[src/rtl/dpram_port_arbiter_if.sv]
// Requester-side bus of the three-port DPRAM arbiter: request/command in, grant and read return out.
interface dpram_port_arbiter_if;
    localparam int unsigned ADDR_W = 8;
    localparam int unsigned DATA_W = 32;

    logic              req0,    req1,    req2;
    logic              we0,     we1,     we2;
    logic [ADDR_W-1:0] addr0,   addr1,   addr2;
    logic [DATA_W-1:0] wdata0,  wdata1,  wdata2;
    logic              ack0,    ack1,    ack2;
    logic              rvalid0, rvalid1, rvalid2;
    logic [DATA_W-1:0] rdata;

    modport master (
        output req0, req1, req2,
        output we0, we1, we2,
        output addr0, addr1, addr2,
        output wdata0, wdata1, wdata2,
        input  ack0, ack1, ack2,
        input  rvalid0, rvalid1, rvalid2,
        input  rdata
    );

    modport slave (
        input  req0, req1, req2,
        input  we0, we1, we2,
        input  addr0, addr1, addr2,
        input  wdata0, wdata1, wdata2,
        output ack0, ack1, ack2,
        output rvalid0, rvalid1, rvalid2,
        output rdata
    );
endinterface

[src/rtl/dpram_port_arbiter.sv]
// Three-requester arbiter in front of one port of a 256x32 RAM with 2-cycle read latency.
// Grants at most one access per cycle, tracks reads through a valid/ID pipeline and
// returns read data on a shared registered rdata with a per-requester rvalid strobe.
module dpram_port_arbiter #(
    parameter  int unsigned RR     = 1,
    localparam int unsigned ADDR_W = 8,
    localparam int unsigned DATA_W = 32
) (
    input  logic                 clock,
    input  logic                 reset,
    dpram_port_arbiter_if.slave  bus,
    output logic                 ram_wren,
    output logic [ADDR_W-1:0]    ram_address,
    output logic [DATA_W-1:0]    ram_data,
    input  logic [DATA_W-1:0]    ram_q
);
    localparam int unsigned N_REQ  = 3;
    localparam int unsigned ID_W   = 2;
    localparam int unsigned PIPE_D = 3;

    logic [N_REQ-1:0]  req;
    logic [N_REQ-1:0]  we;
    logic [ADDR_W-1:0] addr  [N_REQ];
    logic [DATA_W-1:0] wdata [N_REQ];

    assign req      = {bus.req2, bus.req1, bus.req0};
    assign we       = {bus.we2, bus.we1, bus.we0};
    assign addr[0]  = bus.addr0;
    assign addr[1]  = bus.addr1;
    assign addr[2]  = bus.addr2;
    assign wdata[0] = bus.wdata0;
    assign wdata[1] = bus.wdata1;
    assign wdata[2] = bus.wdata2;

    logic [N_REQ-1:0]             ack_q,         ack_d;
    logic [N_REQ-1:0]             rvalid_q,      rvalid_d;
    logic [DATA_W-1:0]            rdata_q,       rdata_d;
    logic                         ram_wren_q,    ram_wren_d;
    logic [ADDR_W-1:0]            ram_address_q, ram_address_d;
    logic [DATA_W-1:0]            ram_data_q,    ram_data_d;
    logic [ID_W-1:0]              last_q,        last_d;
    logic [PIPE_D-1:0]            pipe_vld_q,    pipe_vld_d;
    logic [PIPE_D-1:0][ID_W-1:0]  pipe_id_q,     pipe_id_d;

    logic [N_REQ-1:0]  elig_c;
    logic              grant_c;
    logic [ID_W-1:0]   win_c;
    logic [ID_W-1:0]   cand_c;
    logic              sel_we_c;
    logic [ADDR_W-1:0] sel_addr_c;
    logic [DATA_W-1:0] sel_wdata_c;

    // Pick the winner among requesters that are asking and not being acked this cycle.
    always_comb begin
        elig_c  = req & ~ack_q;
        grant_c = 1'b0;
        win_c   = '0;
        cand_c  = '0;
        if (RR != 0) begin
            // Search starts one past the last winner and wraps 2 -> 0.
            for (int unsigned k = 1; k <= N_REQ; k++) begin
                cand_c = ID_W'((32'(last_q) + k) % N_REQ);
                if (!grant_c && elig_c[cand_c]) begin
                    grant_c = 1'b1;
                    win_c   = cand_c;
                end
            end
        end else begin
            for (int unsigned k = 0; k < N_REQ; k++) begin
                cand_c = ID_W'(k);
                if (!grant_c && elig_c[cand_c]) begin
                    grant_c = 1'b1;
                    win_c   = cand_c;
                end
            end
        end
    end

    // Route the winning requester's command fields to the RAM side.
    always_comb begin
        sel_we_c    = we[2];
        sel_addr_c  = addr[2];
        sel_wdata_c = wdata[2];
        case (win_c)
            2'd0: begin
                sel_we_c    = we[0];
                sel_addr_c  = addr[0];
                sel_wdata_c = wdata[0];
            end
            2'd1: begin
                sel_we_c    = we[1];
                sel_addr_c  = addr[1];
                sel_wdata_c = wdata[1];
            end
            default: ;
        endcase
    end

    // Next-state: register the grant, advance the read pipeline, return read data.
    always_comb begin
        ack_d         = '0;
        ram_wren_d    = 1'b0;
        ram_address_d = ram_address_q;
        ram_data_d    = ram_data_q;
        last_d        = last_q;
        pipe_vld_d    = {pipe_vld_q[PIPE_D-2:0], 1'b0};
        pipe_id_d     = {pipe_id_q[PIPE_D-2:0], ID_W'(0)};
        rvalid_d      = '0;
        rdata_d       = rdata_q;

        if (grant_c) begin
            ack_d         = N_REQ'(32'd1 << win_c);
            ram_wren_d    = sel_we_c;
            ram_address_d = sel_addr_c;
            ram_data_d    = sel_wdata_c;
            last_d        = win_c;
            // Writes occupy the slot as a bubble so returns stay aligned.
            pipe_vld_d[0] = ~sel_we_c;
            pipe_id_d[0]  = win_c;
        end

        // Last stage lines up with the RAM's registered output.
        if (pipe_vld_q[PIPE_D-1]) begin
            rvalid_d = N_REQ'(32'd1 << pipe_id_q[PIPE_D-1]);
            rdata_d  = ram_q;
        end
    end

    // State register; reset drops in-flight reads and points round-robin at requester 0.
    always_ff @(posedge clock) begin
        if (reset) begin
            ack_q         <= '0;
            rvalid_q      <= '0;
            rdata_q       <= '0;
            ram_wren_q    <= 1'b0;
            ram_address_q <= '0;
            ram_data_q    <= '0;
            last_q        <= ID_W'(2);
            pipe_vld_q    <= '0;
            pipe_id_q     <= '0;
        end else begin
            ack_q         <= ack_d;
            rvalid_q      <= rvalid_d;
            rdata_q       <= rdata_d;
            ram_wren_q    <= ram_wren_d;
            ram_address_q <= ram_address_d;
            ram_data_q    <= ram_data_d;
            last_q        <= last_d;
            pipe_vld_q    <= pipe_vld_d;
            pipe_id_q     <= pipe_id_d;
        end
    end

    assign bus.ack0    = ack_q[0];
    assign bus.ack1    = ack_q[1];
    assign bus.ack2    = ack_q[2];
    assign bus.rvalid0 = rvalid_q[0];
    assign bus.rvalid1 = rvalid_q[1];
    assign bus.rvalid2 = rvalid_q[2];
    assign bus.rdata   = rdata_q;
    assign ram_wren    = ram_wren_q;
    assign ram_address = ram_address_q;
    assign ram_data    = ram_data_q;
endmodule

[src/flat_wrapper.sv]
// flat-port wrapper written by rule: the top's interface ports become plain ports
module dpram_port_arbiter_flat 
#(
    parameter  int unsigned RR     = 1,
    localparam int unsigned ADDR_W = 8,
    localparam int unsigned DATA_W = 32
)
  (clock, reset, ram_wren, ram_address, ram_data, ram_q, bus_req0, bus_req1, bus_req2, bus_we0, bus_we1, bus_we2, bus_addr0, bus_addr1, bus_addr2, bus_wdata0, bus_wdata1, bus_wdata2, bus_ack0, bus_ack1, bus_ack2, bus_rvalid0, bus_rvalid1, bus_rvalid2, bus_rdata);
  dpram_port_arbiter_if bus_i ();
  input  logic clock;
  input  logic reset;
  output logic ram_wren;
  output logic [ADDR_W-1:0] ram_address;
  output logic [DATA_W-1:0] ram_data;
  input  logic [DATA_W-1:0] ram_q;
  input wire logic [$bits(bus_i.req0)-1:0] bus_req0;
  input wire logic [$bits(bus_i.req1)-1:0] bus_req1;
  input wire logic [$bits(bus_i.req2)-1:0] bus_req2;
  input wire logic [$bits(bus_i.we0)-1:0] bus_we0;
  input wire logic [$bits(bus_i.we1)-1:0] bus_we1;
  input wire logic [$bits(bus_i.we2)-1:0] bus_we2;
  input wire logic [$bits(bus_i.addr0)-1:0] bus_addr0;
  input wire logic [$bits(bus_i.addr1)-1:0] bus_addr1;
  input wire logic [$bits(bus_i.addr2)-1:0] bus_addr2;
  input wire logic [$bits(bus_i.wdata0)-1:0] bus_wdata0;
  input wire logic [$bits(bus_i.wdata1)-1:0] bus_wdata1;
  input wire logic [$bits(bus_i.wdata2)-1:0] bus_wdata2;
  output wire logic [$bits(bus_i.ack0)-1:0] bus_ack0;
  output wire logic [$bits(bus_i.ack1)-1:0] bus_ack1;
  output wire logic [$bits(bus_i.ack2)-1:0] bus_ack2;
  output wire logic [$bits(bus_i.rvalid0)-1:0] bus_rvalid0;
  output wire logic [$bits(bus_i.rvalid1)-1:0] bus_rvalid1;
  output wire logic [$bits(bus_i.rvalid2)-1:0] bus_rvalid2;
  output wire logic [$bits(bus_i.rdata)-1:0] bus_rdata;
  assign bus_i.req0 = bus_req0;
  assign bus_i.req1 = bus_req1;
  assign bus_i.req2 = bus_req2;
  assign bus_i.we0 = bus_we0;
  assign bus_i.we1 = bus_we1;
  assign bus_i.we2 = bus_we2;
  assign bus_i.addr0 = bus_addr0;
  assign bus_i.addr1 = bus_addr1;
  assign bus_i.addr2 = bus_addr2;
  assign bus_i.wdata0 = bus_wdata0;
  assign bus_i.wdata1 = bus_wdata1;
  assign bus_i.wdata2 = bus_wdata2;
  assign bus_ack0 = bus_i.ack0;
  assign bus_ack1 = bus_i.ack1;
  assign bus_ack2 = bus_i.ack2;
  assign bus_rvalid0 = bus_i.rvalid0;
  assign bus_rvalid1 = bus_i.rvalid1;
  assign bus_rvalid2 = bus_i.rvalid2;
  assign bus_rdata = bus_i.rdata;
  dpram_port_arbiter #(.RR(RR)) u_core (.clock(clock), .reset(reset), .bus(bus_i), .ram_wren(ram_wren), .ram_address(ram_address), .ram_data(ram_data), .ram_q(ram_q));
endmodule
[config.mk]
export PLATFORM = sky130hd
export DESIGN_NAME = dpram_port_arbiter_flat
export DESIGN_NICKNAME = d
export VERILOG_FILES = /design/src/rtl/dpram_port_arbiter_if.sv /design/src/rtl/dpram_port_arbiter.sv /design/src/flat_wrapper.sv
export SDC_FILE = /design/constraint.sdc
export NUM_CORES = 1
export LEC_CHECK = 0
export BUFFER_PORTS_ARGS = -buffer_cell sky130_fd_sc_hd__buf_2
export CORE_MARGIN = 2
export CORE_UTILIZATION = 46
export CTS_BUF_LIST = sky130_fd_sc_hd__clkbuf_16
export CTS_CLUSTER_SIZE = 12
export DETAILED_ROUTE_END_ITERATION = 8
export PLACE_DENSITY = 0.87
export SLEW_MARGIN = 20
export SYNTH_ARGS = -nofsm -noshare
export SYNTH_HDL_FRONTEND = slang
export SYNTH_SLANG_ARGS = --single-unit
[constraint.sdc]
create_clock -name clock -period 6 [get_ports clock]
set_input_delay 1.5 -clock clock [delete_from_list [all_inputs] [get_ports clock]]
set_output_delay 1.5 -clock clock [all_outputs]
set_load 0.05 [all_outputs]
# Yosys cells after proc, flatten, opt, wreduce, memory -nomap -nowiden
# Index checks and enable logic that the tools add are counted.
# totals
elab_cells	51
reg_bits	90
in_bits	160
out_inout_bits	79
# op_classes
n_addsub	3
n_shift	2
n_bitwise	5
n_div	3
order_cmp	3
eq_ne	1
muxes	15
reduce_logical	7
# ops
operator	n
32-bit by 2-bit remainder unit with 32-bit output, second input constant	3
32-bit one-hot mux with 2 select lines	1
8-bit one-hot mux with 2 select lines	1
2-bit by 3-bit less-than comparator with 1-bit output, second input constant	3
2-bit by 2-bit adder with 3-bit output, second input constant	2
1-bit binary-select mux with 2-bit select	3
1-bit two-way mux	6
2-bit two-way mux	3
1-bit by 2-bit << shifter with 3-bit output, first input constant	2
2-bit OR reduction	2
2-bit by 1-bit adder with 3-bit output, second input constant	1
3-bit bitwise AND	1
1-bit inverter	3
3-bit inverter	1
2-bit by 1-bit == test with 1-bit output, second input constant	1
1-bit logical AND	2
1-bit zero test	2
2-bit zero test	1
1-bit one-hot mux with 2 select lines	1

# Logic depth before layout (Yosys ltp)
# depth
ltp_word	14
mapped_depth	10

# Worst setup path before layout
# Ideal clock, no wire load.
# synth_timing
path_type	input to register
start	input port bus_req1
end	register u_core.ram_address_q[5] (netlist: u_core.ram_address[5])
setup_ps	123
t_required_ps	5877
path_buffers	2
arrival_time_ps	2793
stages	7
path_slack_ps	3084
cell_sequence	nor2b_1 > a31o_1 > a32oi_1 > buf_4 > buf_2 > mux2i_1 > o21ai_1
# synth_via
elab_chain_len	12
word_cells_on_any_way	20
cone_classes	eq/ne (1); mux (13); bitwise (1); reduce/logical (5)
# synth_lines
item	line	rtl
start: declaration	flat_wrapper.sv:17	input wire logic [$bits(bus_i.req1)-1:0] bus_req1;
3-bit bitwise AND (*)	dpram_port_arbiter.sv:55	elig_c = req & ~ack_q;
1-bit binary-select mux with 2-bit select	dpram_port_arbiter.sv:63	if (!grant_c && elig_c[cand_c]) begin
1-bit two-way mux (implied by the code)	dpram_port_arbiter.sv:63	
1-bit two-way mux	dpram_port_arbiter.sv:63	
1-bit zero test	dpram_port_arbiter.sv:63	
1-bit logical AND	dpram_port_arbiter.sv:63	
1-bit two-way mux	dpram_port_arbiter.sv:63	
1-bit zero test	dpram_port_arbiter.sv:63	
1-bit logical AND	dpram_port_arbiter.sv:63	
2-bit two-way mux	dpram_port_arbiter.sv:63	
2-bit by 1-bit == test with 1-bit output / 2-bit zero test (equally long branches)	dpram_port_arbiter.sv:84	case (win_c)
8-bit one-hot mux with 2 select lines	dpram_port_arbiter.sv:84	
end signal: assignment	dpram_port_arbiter.sv:146	ram_address_q <= ram_address_d;
end: declaration	dpram_port_arbiter.sv:39	logic [ADDR_W-1:0] ram_address_q, ram_address_d;
# Mark *: on every way between the ends. The rest lies on a longest branch, timed or not. The select of a mux whose other input is x is not followed.
# A chain may end at the register's enable or synchronous reset.

# Worst setup path in the final report
# layout_timing
start	input port bus_req1
end	register u_core.ram_data_q[22] (netlist: u_core.ram_data[22])
# layout_via
elab_chain_len	12
word_cells_on_any_way	20
cone_classes	eq/ne (1); mux (13); bitwise (1); reduce/logical (5)
# layout_lines
item	line	rtl
3-bit bitwise AND (*)	dpram_port_arbiter.sv:55	
1-bit binary-select mux with 2-bit select	dpram_port_arbiter.sv:63	
1-bit two-way mux (implied by the code)	dpram_port_arbiter.sv:63	
1-bit two-way mux	dpram_port_arbiter.sv:63	
1-bit zero test	dpram_port_arbiter.sv:63	
1-bit logical AND	dpram_port_arbiter.sv:63	
1-bit two-way mux	dpram_port_arbiter.sv:63	
1-bit zero test	dpram_port_arbiter.sv:63	
1-bit logical AND	dpram_port_arbiter.sv:63	
2-bit two-way mux	dpram_port_arbiter.sv:63	
2-bit by 1-bit == test with 1-bit output / 2-bit zero test (equally long branches)	dpram_port_arbiter.sv:84	
32-bit one-hot mux with 2 select lines	dpram_port_arbiter.sv:84	
end signal: assignment	dpram_port_arbiter.sv:147	ram_data_q <= ram_data_d;
end: declaration	dpram_port_arbiter.sv:40	logic [DATA_W-1:0] ram_data_q, ram_data_d;
# Marked as above.

==> run summary <==
Setup total negative slack on the finished layout was measured at 0 ns. The max-slew violation count came out at 0. The count of buffers added on input and output ports is 238. Across the routed clock network, the largest skew measured is 0.005668 ns. The maximum level of the CTS H-tree came out at 3. The average footprint of a synthesized cell is 10.55 sq um. The startpoint identified for the worst register-to-register timing path is u_core.last_q[0]$_SDFFE_PP0N_. The full die area is 0.009043 sq mm. The slew at the pin closest to its max-slew limit came out at 1.074 ns. Static timing analysis puts the maximum clock frequency at 0.2495 GHz. Summing the areas of all xor and xnor instances in the mapped netlist gives 0% of the synthesized area. The worst setup path is captured at a register. The count of maximum capacitance violations came out at 0. The wire length of the first global-routing pass came out at 15.32 mm.

After clock tree synthesis, the setup repair step added 0 buffers. The summed area of non-filler cells in the final layout came out at 0.005279 sq mm. In this run the vertical extent of the chip is 95.10 um. The number of buffers inserted for hold repair after clock tree synthesis came out at 0. The post-synthesis sequential area ratio came out at 47.20%. The worst hold path endpoint is u_core.pipe_id_q[5]$_SDFF_PP0_. After floorplanning, the core was divided into 33 placement rows.

The total global routing track utilization came out at 21.41%. The worst setup margin is 1.992 ns. The remaining global-route overflow is 0. The number of global-route vias before repair was 3,302.

The number of design-rule violations left by the first detailed-router iteration came out at 94. The maximum number of pins on one net before global-route repair came out at 50. The number of antenna violations at the first check in global routing was 0. The number of nets in the synthesized netlist came out at 526.

The path class of the lowest-slack min-delay path is register to register. At the later pin of the worst-skew pair, clock insertion delay measures 0.33 ns. The critical path is of the primary input to register type. The residual antenna-violating net count after detailed routing came out at 0. The end of the worst register-to-register path is u_core.ram_data[22]$_SDFFE_PP0N_.

The startpoint identified for the worst hold timing path is u_core.pipe_id_d[5]$_SDFF_PP0_. The final estimated routing congestion in global placement is 0.8063. Setup repair after global routing left no endpoint under its margin. Of the cells placed in the final design, the portion with a size suffix greater than 1 is 44.80%.

The number of synthesis warnings came out at 0. The post-placement worst setup slack is 1.647 ns. The total via count after detailed routing came out at 3,630. Clock tree synthesis selected as its root buffer the cell sky130_fd_sc_hd__clkbuf_16.

Among all flip-flop cells after synthesis, the most frequent one is sky130_fd_sc_hd__dfxtp_1. The data arrival time of the worst path came out at 4.19 ns. The maximum vdd drop came out at 0.3008 mV. In this run the most used layer during global routing was met2.

The synthesized netlist devotes 16.98% of its cell area to compound gates. After synthesis, the largest family of logic cells by area is multiplexers. The detailed-router iteration count before antenna repair came out at 4. Summing all placed instances gives a cell area of 0.004985 sq mm.

Setup slack on the worst reg-to-reg path comes out at 2.44 ns. In this run, synthesis produced a sequential element count of 90. The worst path needs 4.008 ns of the cycle, external delays included. The depth of the worst register-to-register path came out at 8. Setup violations remaining at the end of the flow were counted as 0. The worst hold path stage count is 1. The leakage power total is 2.607 nW.

The horizontal extent of the die is 95.10 um. The share of cell area taken by muxes after synthesis came out at 19.14%. STA classifies the critical path startpoint as a primary input. The area of the core came out at 0.008134 sq mm. Clock tree synthesis found a total of 90 sinks. In the routed design, unresolved DRC markers number 0. The adder-cell share of the synthesized area is 1.311%. After Yosys synthesis, and, or, nand and nor cells account for 9.800% of the synthesized area. The number of vias per cell after detailed routing came out at 5.246. The post-synthesis async set-or-reset flop share is 0%.

The number of nets in the layout is 746. The worst-path maximum fanout came out at 43. In the global route stage, met3 resource usage came out at 4.664%.

Counting along the longest clock path gives a buffer depth of 2. The met1 demand-to-capacity share in global routing came out at 24.33%. After layout, the worst path uses 66.80% of the clock period. The mapped netlist covers 0.003817 sq mm. The area growth from synthesis to final layout is 38.28%.

After clock tree synthesis, the clock-pin slew on the worst setup and hold paths is 0.06 ns. Once the clock tree was built, the resizer swapped 0 gates to a different size. The starting density of the core is 46.93%. The count of pins on the block boundary came out at 239.

The total of fill cells in the finished design is 687. The total inserted antenna cells is 0. The wire-length estimate of the detail-placed layout is 7.540 mm. The number of unique standard cell types used by synthesis is 37. The flow ran to the end, and the final reports show no timing, DRC or antenna violations. The areal power density over the cells came out at 535.3 mW/mm^2. The number of failing hold endpoints at the final stage is 0. The required time at the endpoint of the critical path is 6.18 ns. The per-cell routed wire length is 14.70 um. For this block, the routed nets add up to 10.17 mm of wire. TritonCTS created 9 clock buffers. Headroom to the max-slew limit came out at 27.34%. TritonCTS built the clock tree. The synthesized design contains 0 enable-type register cells. The met2 track demand over resource in global routing came out at 38.62%. The synthesized netlist cell count came out at 362.
synth_stat cells, drive strengths merged, types with 2 or more instances:
library cell	count	area, sq um
inv	4	15.01
nand2b	2	15.02
nor4bb	4	46.30
nor2b	10	62.56
nor3	3	15.01
nor4b	3	26.28
buf	19	152.6
clkbuf	12	45.04
nor2	34	143.9
ha	4	50.05
a32oi	41	359.1
a21oi	5	32.53
nand2	4	15.01
mux2i	73	730.7
o21ai	40	200.2
dfxtp	90	1802
final cells by class:
cell class	count	area, sq um	area share, %
Clock inverter	7	68.82	1.304
Sequential cell	90	1803	34.16
Timing Repair Buffer	240	1206	22.85
Inverter	4	15.01	0.2844
Clock buffer	9	225.2	4.266
Multi-Input combinational cell	237	1829	34.65
Tap cell	105	131.4	2.489
worst max-delay path by stage:
stage               startpoint                            endpoint  slack [ns]  cells after the start
finish                bus_req1    u_core.ram_data[22]$_SDFFE_PP0N_        1.99                      7
global route          bus_req1     u_core.ram_data[2]$_SDFFE_PP0N_        1.77                      7
CTS                   bus_req1    u_core.ram_data[30]$_SDFFE_PP0N_        1.99                      7
detailed placement    bus_req1    u_core.ram_data[30]$_SDFFE_PP0N_        1.65                      7
global placement      bus_req1     u_core.ram_data[8]$_SDFFE_PP0N_        1.83                      7
floorplan             bus_req1  u_core.ram_address[5]$_SDFFE_PP0N_        3.08                      7
sequential cells by signal (all words and copies together), names as in the netlist:
signal / flops
u_core.bus.rdata: 32
u_core.ram_data: 32
u_core.ram_address: 8
u_core.pipe_id_d: 4
u_core.ack_q: 3
u_core.pipe_vld_q: 3
u_core.rvalid_q: 3
u_core.last_q: 2
u_core.pipe_id_q: 2
u_core.ram_wren: 1
placed cells by master, fill, tap and decap left out, types with 4 or more instances in the layout:
cell / count
sky130_fd_sc_hd__buf_2: 238
sky130_fd_sc_hd__dfxtp_1: 89
sky130_fd_sc_hd__mux2i_1: 73
sky130_fd_sc_hd__a32oi_1: 40
sky130_fd_sc_hd__o21ai_1: 40
sky130_fd_sc_hd__nor2_1: 33
sky130_fd_sc_hd__nor2b_1: 10
sky130_fd_sc_hd__clkbuf_16: 9
sky130_fd_sc_hd__inv_1: 4
sky130_fd_sc_hd__nand2_1: 4
sky130_fd_sc_hd__ha_1: 4
through the flow:
step / total power [W] / util (%) / hold WS, ns / cells
after floorplan: 0.002015 / - / 0.4138 / 362
after global placement: 0.002238 / 61.28 / 0.4193 / 676
after detailed placement: 0.002284 / 61.28 / 0.4278 / 676
after CTS: 0.002838 / 64.90 / 0.4417 / 692
after global routing: 0.002983 / 64.90 / 0.4582 / 692
final: 0.002826 / 64.90 / 0.4381 / 692
kinds of logic (layout without fill, tap and decap cells):
kind of cell             after synthesis  count (layout)
flip-flops                            90              90
adder cells (fa/ha/maj)                4               4
AO/OA/AOI/OAI                         93              93
multiplexers                          73              73
AND/OR/NAND/NOR                       67              67
buffers and inverters                 35             260
report_power, final:
| part | switching [W] | internal [W] |
|---|---|---|
| Clock | 0.000224 | 0.000322 |
| Combinational | 0.00101 | 0.000444 |
| Sequential | 0.0000808 | 0.000747 |
layer usage:
layer	up-vias	part of all wire (%)
met5	-	0
met4	0	2.2
met3	21	7.3
met2	165	52
met1	1663	39
li1	1781	-
worst max-delay path: stages:
cell and delay (ns):
sky130_fd_sc_hd__buf_2 0.10, sky130_fd_sc_hd__nor2b_1 0.17, sky130_fd_sc_hd__a21oi_1 0.36, sky130_fd_sc_hd__nor4bb_2 0.94, sky130_fd_sc_hd__nor2_8 0.27, sky130_fd_sc_hd__nand2b_2 0.67, sky130_fd_sc_hd__o21ai_1 0.17
No activity file was read; power rests on OpenSTA's default activity.
